### src/rtl/dmem_arbiter.sv
// Two-requester arbiter for the single data_mem port: core load/store path vs. DMA/debug.
// Tracks one outstanding read, returns it with rvalid, and raises core_stall_o while the core must wait.
module dmem_arbiter #(
    parameter int AddressWidth = 10,
    parameter int ReadLatency  = 1,
    parameter int MaxBurst     = 4
) (
    input  logic                    clk_i,
    input  logic                    rst_i,
    input  logic                    core_req_i,
    input  logic                    core_we_i,
    input  logic [AddressWidth-1:0] core_addr_i,
    input  logic [31:0]             core_wdata_i,
    input  logic [2:0]              core_funct3_i,
    output logic                    core_gnt_o,
    output logic                    core_rvalid_o,
    output logic [31:0]             core_rdata_o,
    input  logic                    dma_req_i,
    input  logic                    dma_we_i,
    input  logic [AddressWidth-1:0] dma_addr_i,
    input  logic [31:0]             dma_wdata_i,
    input  logic [2:0]              dma_funct3_i,
    output logic                    dma_gnt_o,
    output logic                    dma_rvalid_o,
    output logic [31:0]             dma_rdata_o,
    output logic                    mem_r_en_o,
    output logic                    mem_wr_en_o,
    output logic [AddressWidth-1:0] mem_addr_o,
    output logic [31:0]             mem_wr_data_o,
    output logic [2:0]              mem_funct3_o,
    input  logic [31:0]             mem_r_data_i,
    output logic                    core_stall_o
);

    if (ReadLatency < 1 || ReadLatency > 4) begin : g_bad_latency
        $error("dmem_arbiter: ReadLatency must be in 1..4");
    end
    if (MaxBurst < 1) begin : g_bad_burst
        $error("dmem_arbiter: MaxBurst must be at least 1");
    end

    localparam int LatW    = 2;
    localparam int StarveW = $clog2(MaxBurst + 1);
    localparam logic [LatW-1:0]    LatZero    = {LatW{1'b0}};
    localparam logic [LatW-1:0]    LatOne     = LatW'(1);
    localparam logic [LatW-1:0]    LatLoad    = LatW'(ReadLatency - 1);
    localparam logic [StarveW-1:0] StarveZero = {StarveW{1'b0}};
    localparam logic [StarveW-1:0] StarveOne  = StarveW'(1);
    localparam logic [StarveW-1:0] StarveMax  = StarveW'(MaxBurst);

    typedef enum logic [0:0] {IDLE = 1'b0, WAIT_READ = 1'b1} state_t;
    typedef enum logic [0:0] {OWN_CORE = 1'b0, OWN_DMA = 1'b1} owner_t;

    state_t                  state_r, state_next_s;
    owner_t                  owner_r;
    logic [LatW-1:0]         lat_cnt_r;
    logic [StarveW-1:0]      starve_cnt_r;
    logic                    starve_full_s;
    logic                    core_gnt_s, dma_gnt_s;
    logic                    core_rvalid_s, dma_rvalid_s;
    logic [31:0]             core_rdata_s, dma_rdata_s;
    logic                    mem_r_en_s, mem_wr_en_s;
    logic [AddressWidth-1:0] mem_addr_s;
    logic [31:0]             mem_wr_data_s;
    logic [2:0]              mem_funct3_s;
    logic                    core_stall_s;

    assign starve_full_s = (starve_cnt_r == StarveMax);

    // Grant decision, memory payload mux, read return and next state; everything is forced low in reset.
    always_comb begin
        state_next_s  = state_r;
        core_gnt_s    = 1'b0;
        dma_gnt_s     = 1'b0;
        core_rvalid_s = 1'b0;
        dma_rvalid_s  = 1'b0;
        core_rdata_s  = 32'h0000_0000;
        dma_rdata_s   = 32'h0000_0000;
        mem_r_en_s    = 1'b0;
        mem_wr_en_s   = 1'b0;
        mem_addr_s    = {AddressWidth{1'b0}};
        mem_wr_data_s = 32'h0000_0000;
        mem_funct3_s  = 3'b000;
        core_stall_s  = 1'b0;
        if (rst_i) begin
            case (state_r)
                IDLE: begin
                    // Core wins ties unless DMA has already waited through MaxBurst core grants.
                    if (core_req_i && !(dma_req_i && starve_full_s)) begin
                        core_gnt_s = 1'b1;
                    end else if (dma_req_i) begin
                        dma_gnt_s = 1'b1;
                    end else begin
                        core_gnt_s = 1'b0;
                    end
                    if (core_gnt_s) begin
                        mem_r_en_s    = ~core_we_i;
                        mem_wr_en_s   = core_we_i;
                        mem_addr_s    = core_addr_i;
                        mem_wr_data_s = core_wdata_i;
                        mem_funct3_s  = core_funct3_i;
                    end else if (dma_gnt_s) begin
                        mem_r_en_s    = ~dma_we_i;
                        mem_wr_en_s   = dma_we_i;
                        mem_addr_s    = dma_addr_i;
                        mem_wr_data_s = dma_wdata_i;
                        mem_funct3_s  = dma_funct3_i;
                    end else begin
                        mem_r_en_s = 1'b0;
                    end
                    if (mem_r_en_s) begin
                        state_next_s = WAIT_READ;
                    end else begin
                        state_next_s = IDLE;
                    end
                end
                WAIT_READ: begin
                    if (lat_cnt_r == LatZero) begin
                        state_next_s = IDLE;
                        if (owner_r == OWN_DMA) begin
                            dma_rvalid_s = 1'b1;
                            dma_rdata_s  = mem_r_data_i;
                        end else begin
                            core_rvalid_s = 1'b1;
                            core_rdata_s  = mem_r_data_i;
                        end
                    end else begin
                        state_next_s = WAIT_READ;
                    end
                end
                default: begin
                    state_next_s = IDLE;
                end
            endcase
            core_stall_s = (core_req_i & ~core_gnt_s) |
                           ((state_r == WAIT_READ) & (owner_r == OWN_CORE) & ~core_rvalid_s);
        end else begin
            state_next_s = IDLE;
        end
    end

    // State, read owner, latency countdown and DMA starvation counter.
    always_ff @(posedge clk_i) begin
        if (!rst_i) begin
            state_r      <= IDLE;
            owner_r      <= OWN_CORE;
            lat_cnt_r    <= LatZero;
            starve_cnt_r <= StarveZero;
        end else begin
            state_r <= state_next_s;
            if (mem_r_en_s) begin
                owner_r   <= dma_gnt_s ? OWN_DMA : OWN_CORE;
                lat_cnt_r <= LatLoad;
            end else if (state_r == WAIT_READ && lat_cnt_r != LatZero) begin
                lat_cnt_r <= lat_cnt_r - LatOne;
            end else begin
                lat_cnt_r <= lat_cnt_r;
            end
            if (!dma_req_i || dma_gnt_s) begin
                starve_cnt_r <= StarveZero;
            end else if (core_gnt_s && !starve_full_s) begin
                starve_cnt_r <= starve_cnt_r + StarveOne;
            end else begin
                starve_cnt_r <= starve_cnt_r;
            end
        end
    end

    assign core_gnt_o    = core_gnt_s;
    assign dma_gnt_o     = dma_gnt_s;
    assign core_rvalid_o = core_rvalid_s;
    assign dma_rvalid_o  = dma_rvalid_s;
    assign core_rdata_o  = core_rdata_s;
    assign dma_rdata_o   = dma_rdata_s;
    assign mem_r_en_o    = mem_r_en_s;
    assign mem_wr_en_o   = mem_wr_en_s;
    assign mem_addr_o    = mem_addr_s;
    assign mem_wr_data_o = mem_wr_data_s;
    assign mem_funct3_o  = mem_funct3_s;
    assign core_stall_o  = core_stall_s;

endmodule

### config.mk
export PLATFORM = sky130hd
export DESIGN_NAME = dmem_arbiter
export DESIGN_NICKNAME = d
export VERILOG_FILES = /design/src/rtl/dmem_arbiter.sv
export SDC_FILE = /design/constraint.sdc
export NUM_CORES = 1
export LEC_CHECK = 0
export ABC_AREA = 1
export CAP_MARGIN = 5
export CORE_AREA = 3 3 94 96
export DETAILED_ROUTE_END_ITERATION = 6
export DIE_AREA = 0 0 97 99
export GPL_TIMING_DRIVEN = 0
export PLACE_DENSITY = 0.67
export REMOVE_ABC_BUFFERS = 1
export SLEW_MARGIN = 0
export SYNTH_ARGS = -nofsm -noshare
export SYNTH_HDL_FRONTEND = slang
export SYNTH_SLANG_ARGS = --single-unit
### constraint.sdc
create_clock -name clk_i -period 2 [get_ports clk_i]
set_input_delay 0.4 -clock clk_i [delete_from_list [all_inputs] [get_ports clk_i]]
set_output_delay 0.4 -clock clk_i [all_outputs]
set_load 0.005 [all_outputs]
# Yosys cells after proc, flatten, opt, wreduce, memory -nomap -nowiden
# Index checks and enable logic that the tools add are counted.
# Widths: inputs -> output; s select.
# totals
ff_bits	7
# op_classes
reduce_logical	12
bitwise_logic	11
eq_ne	1
muxes	56
n_addsub	2
# op_table
op	n
$mux 32	12
$mux 10	4
$mux 1	35
$mux 3	4
$not 1->1	7
$logic_and 1x1->1	4
$reduce_or 2->1	2
$add 3x1->3 const B	1
$and 1x1->1	3
$eq 3x3->1 const B	1
$logic_not 1->1	3
$logic_not 2->1	1
$pmux 1 s2	1
$reduce_bool 2->1	1
$sub 2x1->2 const B	1
$logic_or 1x1->1	1
$or 1x1->1	1

# Logic depth before layout (Yosys ltp)
# depth
word_depth	14
ltp_mapped	10

# Worst setup path after synthesis
# No wires, ideal clock.
# synth_timing
path_kind	register to output
from	register starve_cnt_r[0]
to	output port mem_addr_o[3]
setup_slack_ns	0.336
path_buffers	2
arrival_ns	1.264
path_stages_with_launch	11
path_cell_list	dfxtp_1 > inv_1 > ha_1 > nand3_2 > nand2_2 > nand3_2 > inv_2 > buf_6 > buf_6 > nand2_1 > nand2_1
# synth_via
elab_chain_len	11
elab_cells_between_ends	14
classes_between	eq/ne (1); mux (10); reduce/logical (3)
# synth_rtl
element	line	source
from (decl)	57	logic [StarveW-1:0] starve_cnt_r;
from (signal assigned)	148	starve_cnt_r <= StarveZero;
from (signal assigned)	160	starve_cnt_r <= StarveZero;
from (signal assigned)	162	starve_cnt_r <= starve_cnt_r + StarveOne;
$eq 3x3->1 *	68	assign starve_full_s = (starve_cnt_r == StarveMax);
$logic_and 1x1->1 *	89	if (core_req_i && !(dma_req_i && starve_full_s)) begin
$logic_not 1->1 *	89	
$logic_and 1x1->1 *	89	
$mux 1	89	
$mux 1	86	case (state_r)
$mux 1	85	if (rst_i) begin
$mux 10	102	end else if (dma_gnt_s) begin
$mux 10 *	96	if (core_gnt_s) begin
$mux 10 *	86	
$mux 10 *	85	
to (decl)	28	output logic [AddressWidth-1:0] mem_addr_o,
# Mark *: on every way between the ends. The rest lies on a longest branch, timed or not. The select of a mux whose other input is x is not followed.

# Final worst setup path
# layout_timing
from	register starve_cnt_r[0]
to	output port mem_wr_data_o[14]
# layout_via
elab_chain_len	11
elab_cells_between_ends	14
classes_between	eq/ne (1); mux (10); reduce/logical (3)
# layout_rtl
element	line	source
$eq 3x3->1 *	68	
$logic_and 1x1->1 *	89	
$logic_not 1->1 *	89	
$logic_and 1x1->1 *	89	
$mux 1	89	
$mux 1	86	
$mux 1	85	
$mux 32	102	
$mux 32 *	96	
$mux 32 *	86	
$mux 32 *	85	
to (decl)	29	output logic [31:0] mem_wr_data_o,
# Marked as above.

==> reports/summary.txt <==
wire length on met3 -> 702 microns
DIE HEIGHT -> 99 microns
top cells by area, synth -> nand2_1 38%, nor2_1 17%, inv_1 11%
highest routed layer -> met4
Yosys top cell area share -> 0.377
synthesized instance count -> 316
Worst Max-Slew Pin Slew -> 243 ps
Die Wd -> 97 microns
Diodes inserted -> 0
port bufs -> 243
Post-synth top cells -> 147 x nand2_1, 68 x nor2_1, 41 x inv_1, 10 x buf_2, 9 x nand3_1
Final Cycle Share -> 1.10
fmax -> 0.454 GHz
Hold Crit Depth -> 2
Final nets -> 763
failing checks -> negative setup slack
routed vias/inst -> 4.29
syn avg cell area -> 4.63 sq um
worst r2r path cells -> 12
top cell type by total area after synthesis -> nand2_1
FF/Latch Area -> 148 sq um
clock buffer depth -> 2
fin cells -> 736
fill count -> 718
clock sinks -> 7
sequential area share after synthesis -> 0.0958
first-pass GRT wire length -> 17000 microns
number of antenna violations at the first check in global routing -> 0
Pre-antenna DRT Iters -> 5
synthesized area -> 0.00146 sq mm
Design Power -> 1.11 mW
Reg clk slew, reported paths -> 40 ps
outcome -> finished with violations
DR vias -> 3158
CP Max Fanout -> 5
Area growth, synth to finish -> 223%
met2 wire length -> 6260 microns
H-tree levels -> 1
Core Box Area -> 0.00813 sq mm
standard-cell rows -> 33
WHS -> 495 ps
unrepaired setup endpoints after global routing -> true
initial core utilization -> 0.180
Crit path arrival time -> 1800 ps
number of DRC markers in iteration 0 -> 103
nature of the critical path endpoint -> output port
top-count cell post-synth -> nand2_1
grt ovf -> 0
Yosys reg bits -> 7
wire per inst -> 15.6 microns
WS Path Type -> flip-flop to output port
synth unique cells -> 18
GPL Wtd Cong -> 0.824
max cap viols -> 0
Async SR Flop Fraction -> 0
Final Slew Violations -> 0
CTS buffer count -> 3
Post-synth top flop -> dfxtp_1
Post-Place Cells -> 648
worst skew pair latency -> 230 ps
final hold vios -> 0
yosys warns -> 0
endpoints failing setup -> 44
Post-DRT Antenna Nets -> 0
Slew headroom -> 0.838
Peak VDD IR -> 0.000145 V
io pins -> 244
multi-input logic area -> 0.00137 sq mm
r2r setup slk -> 420 ps
pin count of the biggest net entering global routing -> 17
gr usage total -> 0.221
met1 WL -> 4250 microns
Critical Path RT -> 1600 ps
EDFF count, synth -> 0
DR DRC count -> 0
LEAKAGE -> 2.63 nW
min setup slack post-route -> -203 ps
CTS tree -> yes
post-route minimum period -> 2200 ps
critical path launch point type -> flip-flop
DP HPWL -> 7200 microns
Setup TNS -> -4830 ps
layout cells sized above 1 -> 0.464
vias in the first global route -> 3257
root buffer cell -> clkbuf_8
Clock Skews -> 0.553 ps
Power Density -> 234 mW/mm^2
type of the worst min-delay path -> flip-flop to flip-flop
DIE AREA -> 0.00960 sq mm
Total Wirelength -> 11500 microns
## flip-flops by register name, indices dropped and copies added (netlist names)
name / cells
starve_cnt_r: 3
lat_cnt_r: 2
owner_r: 1
state_r: 1
## layer usage
layer	GRT usage	vias to the layer above
met5	0	-
met4	0.0551	0
met3	0.0495	22
met2	0.429	148
met1	0.240	1433
li1	-	1555
## final timing paths
check	start	end
worst max-delay path	starve_cnt_r[0]	mem_wr_data_o[14]
worst min-delay path	owner_r	owner_r
worst max register to register	starve_cnt_r[0]	owner_r
worst min register to register	owner_r	owner_r
## critical path: stages, from the launching register on
cell,delay (ps)
dfxtp_2,320
inv_2,50
ha_4,160
nand3_4,80
nand2_4,80
buf_12,150
buf_12,120
nor2_4,150
buf_6,120
buf_6,110
nand2_2,50
nand2_2,70
buf_6,90
## report_power, final
part / leakage [nW] / internal, mW / switching [mW] / total (mW)
registers: 0.0595 / 0.144 / 0.00390 / 0.147
logic: 2.55 / 0.452 / 0.307 / 0.759
clock network: 0.0228 / 0.138 / 0.0621 / 0.200
## cells in the final DEF, fill, tap and decap left out, types with 7 or more instances in the layout
| cell type | netlist | layout |
|---|---|---|
| clkbuf_2 | 0 | 14 |
| inv_1 | 41 | 37 |
| nand3_1 | 9 | 7 |
| buf_4 | 0 | 25 |
| clkdlybuf4s50_1 | 0 | 124 |
| buf_12 | 0 | 7 |
| nor2_1 | 68 | 46 |
| buf_6 | 6 | 38 |
| nor2_2 | 0 | 15 |
| nand2_2 | 1 | 43 |
| buf_2 | 10 | 87 |
| inv_8 | 0 | 7 |
| nand2_4 | 0 | 7 |
| nand2_1 | 147 | 98 |
| nor2_4 | 2 | 12 |
| inv_2 | 6 | 7 |
| dlygate4sd2_1 | 0 | 9 |
## layout make-up
type,instances,area share
well taps,105,0.0278
inverters,47,0.0421
repair inverters,12,0.0297
multi-input cells,249,0.291
flip-flops and latches,7,0.0313
repair buffers,312,0.569
clock buffers,4,0.00954
## cells by family (layout without fill, tap and decap cells)
| group | after synthesis | in the layout | synth area share |
|---|---|---|---|
| fa+ha+maj | 3 | 3 | 0.0257 |
| buf+inv | 63 | 375 | 0.201 |
| simple gates | 232 | 235 | 0.634 |
| flops | 7 | 7 | 0.0958 |
| xor+xnor | 2 | 2 | 0.0120 |
| compound gates | 9 | 9 | 0.0317 |
## per-stage QoR
step	instance area [sq um]	util	setup slack, ps
after floorplan	1350	-	64.5
after global placement	3910	0.481	-1290
after detailed placement	3910	0.481	-1310
after CTS	4550	0.559	-106
after global routing	4720	0.581	-276
final	4720	0.581	-203
## timing repair
item	4_1_cts	5_1_grt
setup buffers	62	13
hold buffers	0	0
pin swaps	31	36
endpoints found under the setup margin	119	114
gates resized for setup	513	112
gates cloned	15	1
Power figures use the tool's default switching activity.
==> variant 1 (same settings) <==
The parameter `AddressWidth` goes from 10 to 11.
--- a/src/rtl/dmem_arbiter.sv
+++ b/src/rtl/dmem_arbiter.sv
@@ -1,7 +1,7 @@
 // Two-requester arbiter for the single data_mem port: core load/store path vs. DMA/debug.
 // Tracks one outstanding read, returns it with rvalid, and raises core_stall_o while the core must wait.
 module dmem_arbiter #(
-    parameter int AddressWidth = 10,
+    parameter int AddressWidth = 11,
     parameter int ReadLatency  = 1,
     parameter int MaxBurst     = 4
 ) (
Ports: changed (resized core_addr_i, dma_addr_i and mem_addr_o); port bits go from 244 to 247. No check against the original RTL was run, so the function may have changed too.
==> variant 1 against the original RTL <==
  * The flow still finishes with violations (setup timing)
  * Register-to-register slack hardly changed
  * Cell area increased by 5.3%
  * Sequential cell count did not move
  * Combinational power rose by 4.9%
  * Worst setup slack gained 0.073 ns
  * Routed wire length rose by 1.9%
  * Synthesized cell count up 1.9%
  * Area after synthesis is 0.68% higher
  * Clock skew up 0.00080 ns
  * Power rose by 3.7%
  * Global-route usage down 1.1 points
  * Worst hold slack improved by 0.0041 ns
  * Critical path type unchanged
==> variant 1: results (changes against the original RTL) <==
dpl ws -1.14 ns (+0.172 ns); met2 usage 0.426 (-0.00318); Worst EP arrival 1.73 ns (-0.07 ns); status finished, violations left; Clock Skews 0.00135 ns (+0.000796 ns); Synth area leaders nand2_1 39%, nor2_1 18%, inv_1 11%; # setup viols final 54 (+23%); DP Area 3950 sq um (+1.2%); Metal-1 WL 3930 um (-7.5%); Port Buf Inserts 246 (+1.2%); post_cts resized 520 (+1.4%); final setup margin -0.131 ns (+0.0729 ns); vias 3,150 (-0.25%); IR drop worst, VDD 0.162 mV (+12%); HP Class primary input to register; Slew @ Worst Pin 0.358 ns (+0.116 ns); met3 Usage GRT 0.0573 (+0.00778); Post-synth top cells 154 x nand2_1, 69 x nor2_1, 43 x inv_1, 9 x buf_2, 7 x dfxtp_1; final setup TNS -3.49 ns (+1.33 ns); worst hold margin 0.499 ns (+0.00413 ns); final RePlAce weighted congestion 0.863 (+4.7%); initial antenna violation count 1 (+1); Placed Instances 657 (+1.4%); worst setup path end mem_funct3_o[2]; worst hold path startpoint rst_i; reg2reg path depth 10 (-2); Routed WL 11,700 um (+1.9%); failing checks setup timing
-- variant 1: cell type report --
cell class,count,area (sq um)
sequential,7,148
clock buffer,4,45.0
timing repair buffer,297,2650
timing repair inverter,17,246
multi-input combinational,250,1520
inverter,49,231
antenna,1,2.50
fill,747,3160
tap,105,131
-- variant 1: power by group --
| part | total, mW | switching [mW] | internal, mW | leakage, nW |
|---|---|---|---|---|
| Combinational | 0.796 | 0.338 | 0.458 | 2.72 |
| Sequential | 0.147 | 0.00403 | 0.143 | 0.0595 |
| Clock | 0.204 | 0.0656 | 0.138 | 0.0228 |
-- variant 1: cells by family after synthesis --
group | count (synthesis) | synth area share
simple gates | 236 | 0.635
compound gates | 9 | 0.0314
xor+xnor | 2 | 0.0119
buf+inv | 65 | 0.201
flops | 7 | 0.0952
fa+ha+maj | 3 | 0.0255
==> variant 2 (config.mk and constraints unchanged) <==
Made on the original files. Make the reset (`rst_i`) asynchronous in one clocked block.
--- a/src/rtl/dmem_arbiter.sv
+++ b/src/rtl/dmem_arbiter.sv
@@ -140,7 +140,7 @@
     end
 
     // State, read owner, latency countdown and DMA starvation counter.
-    always_ff @(posedge clk_i) begin
+    always_ff @(posedge clk_i or negedge rst_i) begin
         if (!rst_i) begin
             state_r      <= IDLE;
             owner_r      <= OWN_CORE;
Check against the original RTL: same outputs for any inputs over 10 cycles, from zero or initial values and one cycle with rst_i low; that may be too few to reach the edited logic, so the function may still have changed.
==> variant 2 against the original RTL <==
  * The run still ends with setup timing left
  * Area after synthesis grew 1.8%
  * Sequential cell count is the same
  * Power grew 42%
  * Clock skew grew 0.0060 ns
  * First-iteration DRC count shrank 50%
  * Critical path depth shrank 1
  * Cell area grew 1.4%
  * Register-to-register slack gained 0.04 ns
  * Non-clock buffer count shrank 12
  * Worst setup slack lost 0.053 ns
  * Maximum frequency shrank 2.3%
  * Routed wire length shrank 2.5%
  * Highest routed layer unchanged
==> variant 2: results (changes against the original RTL) <==
status finished, violations left; failing checks setup timing; gr usage total 0.213 (-0.00785); Signal inverters 62 (+5.1%); # setup viols final 58 (+32%); met3 Usage GRT 0.0623 (+0.0127); sequential element share of the synthesized area 0.118 (+0.0218); Yosys cell types 20 (+2); DRT iter0 DRCs 51 (-50%); worst hold path startpoint owner_r; Routed WL 11,200 um (-2.5%); Post-synth top cells 146 x nand2_1, 69 x nor2_1, 44 x inv_1, 8 x buf_6; hpwl dp 7280 um (+1.1%); Worst EP arrival 1.86 ns (+0.06 ns); Synth async-reset ratio 1.00 (+1.00); final setup margin -0.256 ns (-0.0528 ns); largest fanout on the critical path 8 (+3); Clock-cell share 0.00941 (-0.000127); final RePlAce weighted congestion 0.810 (-1.8%); global-route wire length before repair 16,100 um (-5.6%); P_int 0.954 mW (+30%); R2R Path End starve_cnt_r[1]; Reg2Reg Setup Slack 0.46 ns (+0.04 ns); GRT met1 Usage 0.187 (-0.0528); Synth area leaders nand2_1 37%, nor2_1 17%, dfrtp_1 12%; IR drop worst, VDD 0.210 mV (+45%); Non-clock buffering overhead 0.539 (-0.0301)
==> variant 2: cell types whose count changed in the layout (fill, tap and decap cells not counted), moves of 6 or more <==
cell,unedited run,this run
clkbuf_2,14,0
buf_4,25,16
buf_2,87,98
inv_8,7,1
nand2_1,98,90
dfrtp_1,0,7
dfxtp_2,6,0
buf_6,38,48
nor2_1,46,35
nor2_2,15,22
==> variant 2: cells by family after synthesis <==
logic type | Yosys count | synth area share
buffers and inverters | 64 | 0.208
DFF | 7 | 0.118
xor gates and xnor gates | 2 | 0.0118
adders and majority gates | 3 | 0.0252
AOI/OAI and AO/OA | 10 | 0.0387
and+or+nand+nor | 227 | 0.598
==> variant 2: metrics by stage <==
| stage | instances | worst slack [ns] | instance area (sq um) |
|---|---|---|---|
| 2_1_floorplan | 298 | 0.214 | 1360 |
| 3_3_place_gp | 646 | -1.36 | 3930 |
| 3_5_place_dp | 646 | -1.42 | 3930 |
| 4_1_cts | 719 | -0.231 | 4470 |
| 5_1_grt | 720 | -0.343 | 4790 |
| 6_report | 720 | -0.256 | 4790 |
==> variant 2: worst max path at each step <==
stage                         start           endpoint  slack (ns)  cells after the start
floorplan           starve_cnt_r[0]      mem_addr_o[0]        0.21                      7
global placement              rst_i  mem_wr_data_o[19]       -1.36                      8
detailed placement            rst_i  mem_wr_data_o[25]       -1.42                      8
CTS                 starve_cnt_r[1]    mem_funct3_o[2]       -0.23                     11
global route        starve_cnt_r[0]  mem_wr_data_o[16]       -0.34                     11
finish              starve_cnt_r[0]  mem_wr_data_o[18]       -0.26                     11
==> variant 2: timing repair <==
action | in CTS | in global routing
gates resized for setup | 590 | 96
endpoints found under the setup margin | 117 | 115
hold buffers | 1 | 0
endpoints found under the hold margin | 7 | 0
pin swaps | 18 | 31
cloned | 12 | 2
setup buffers | 56 | 5
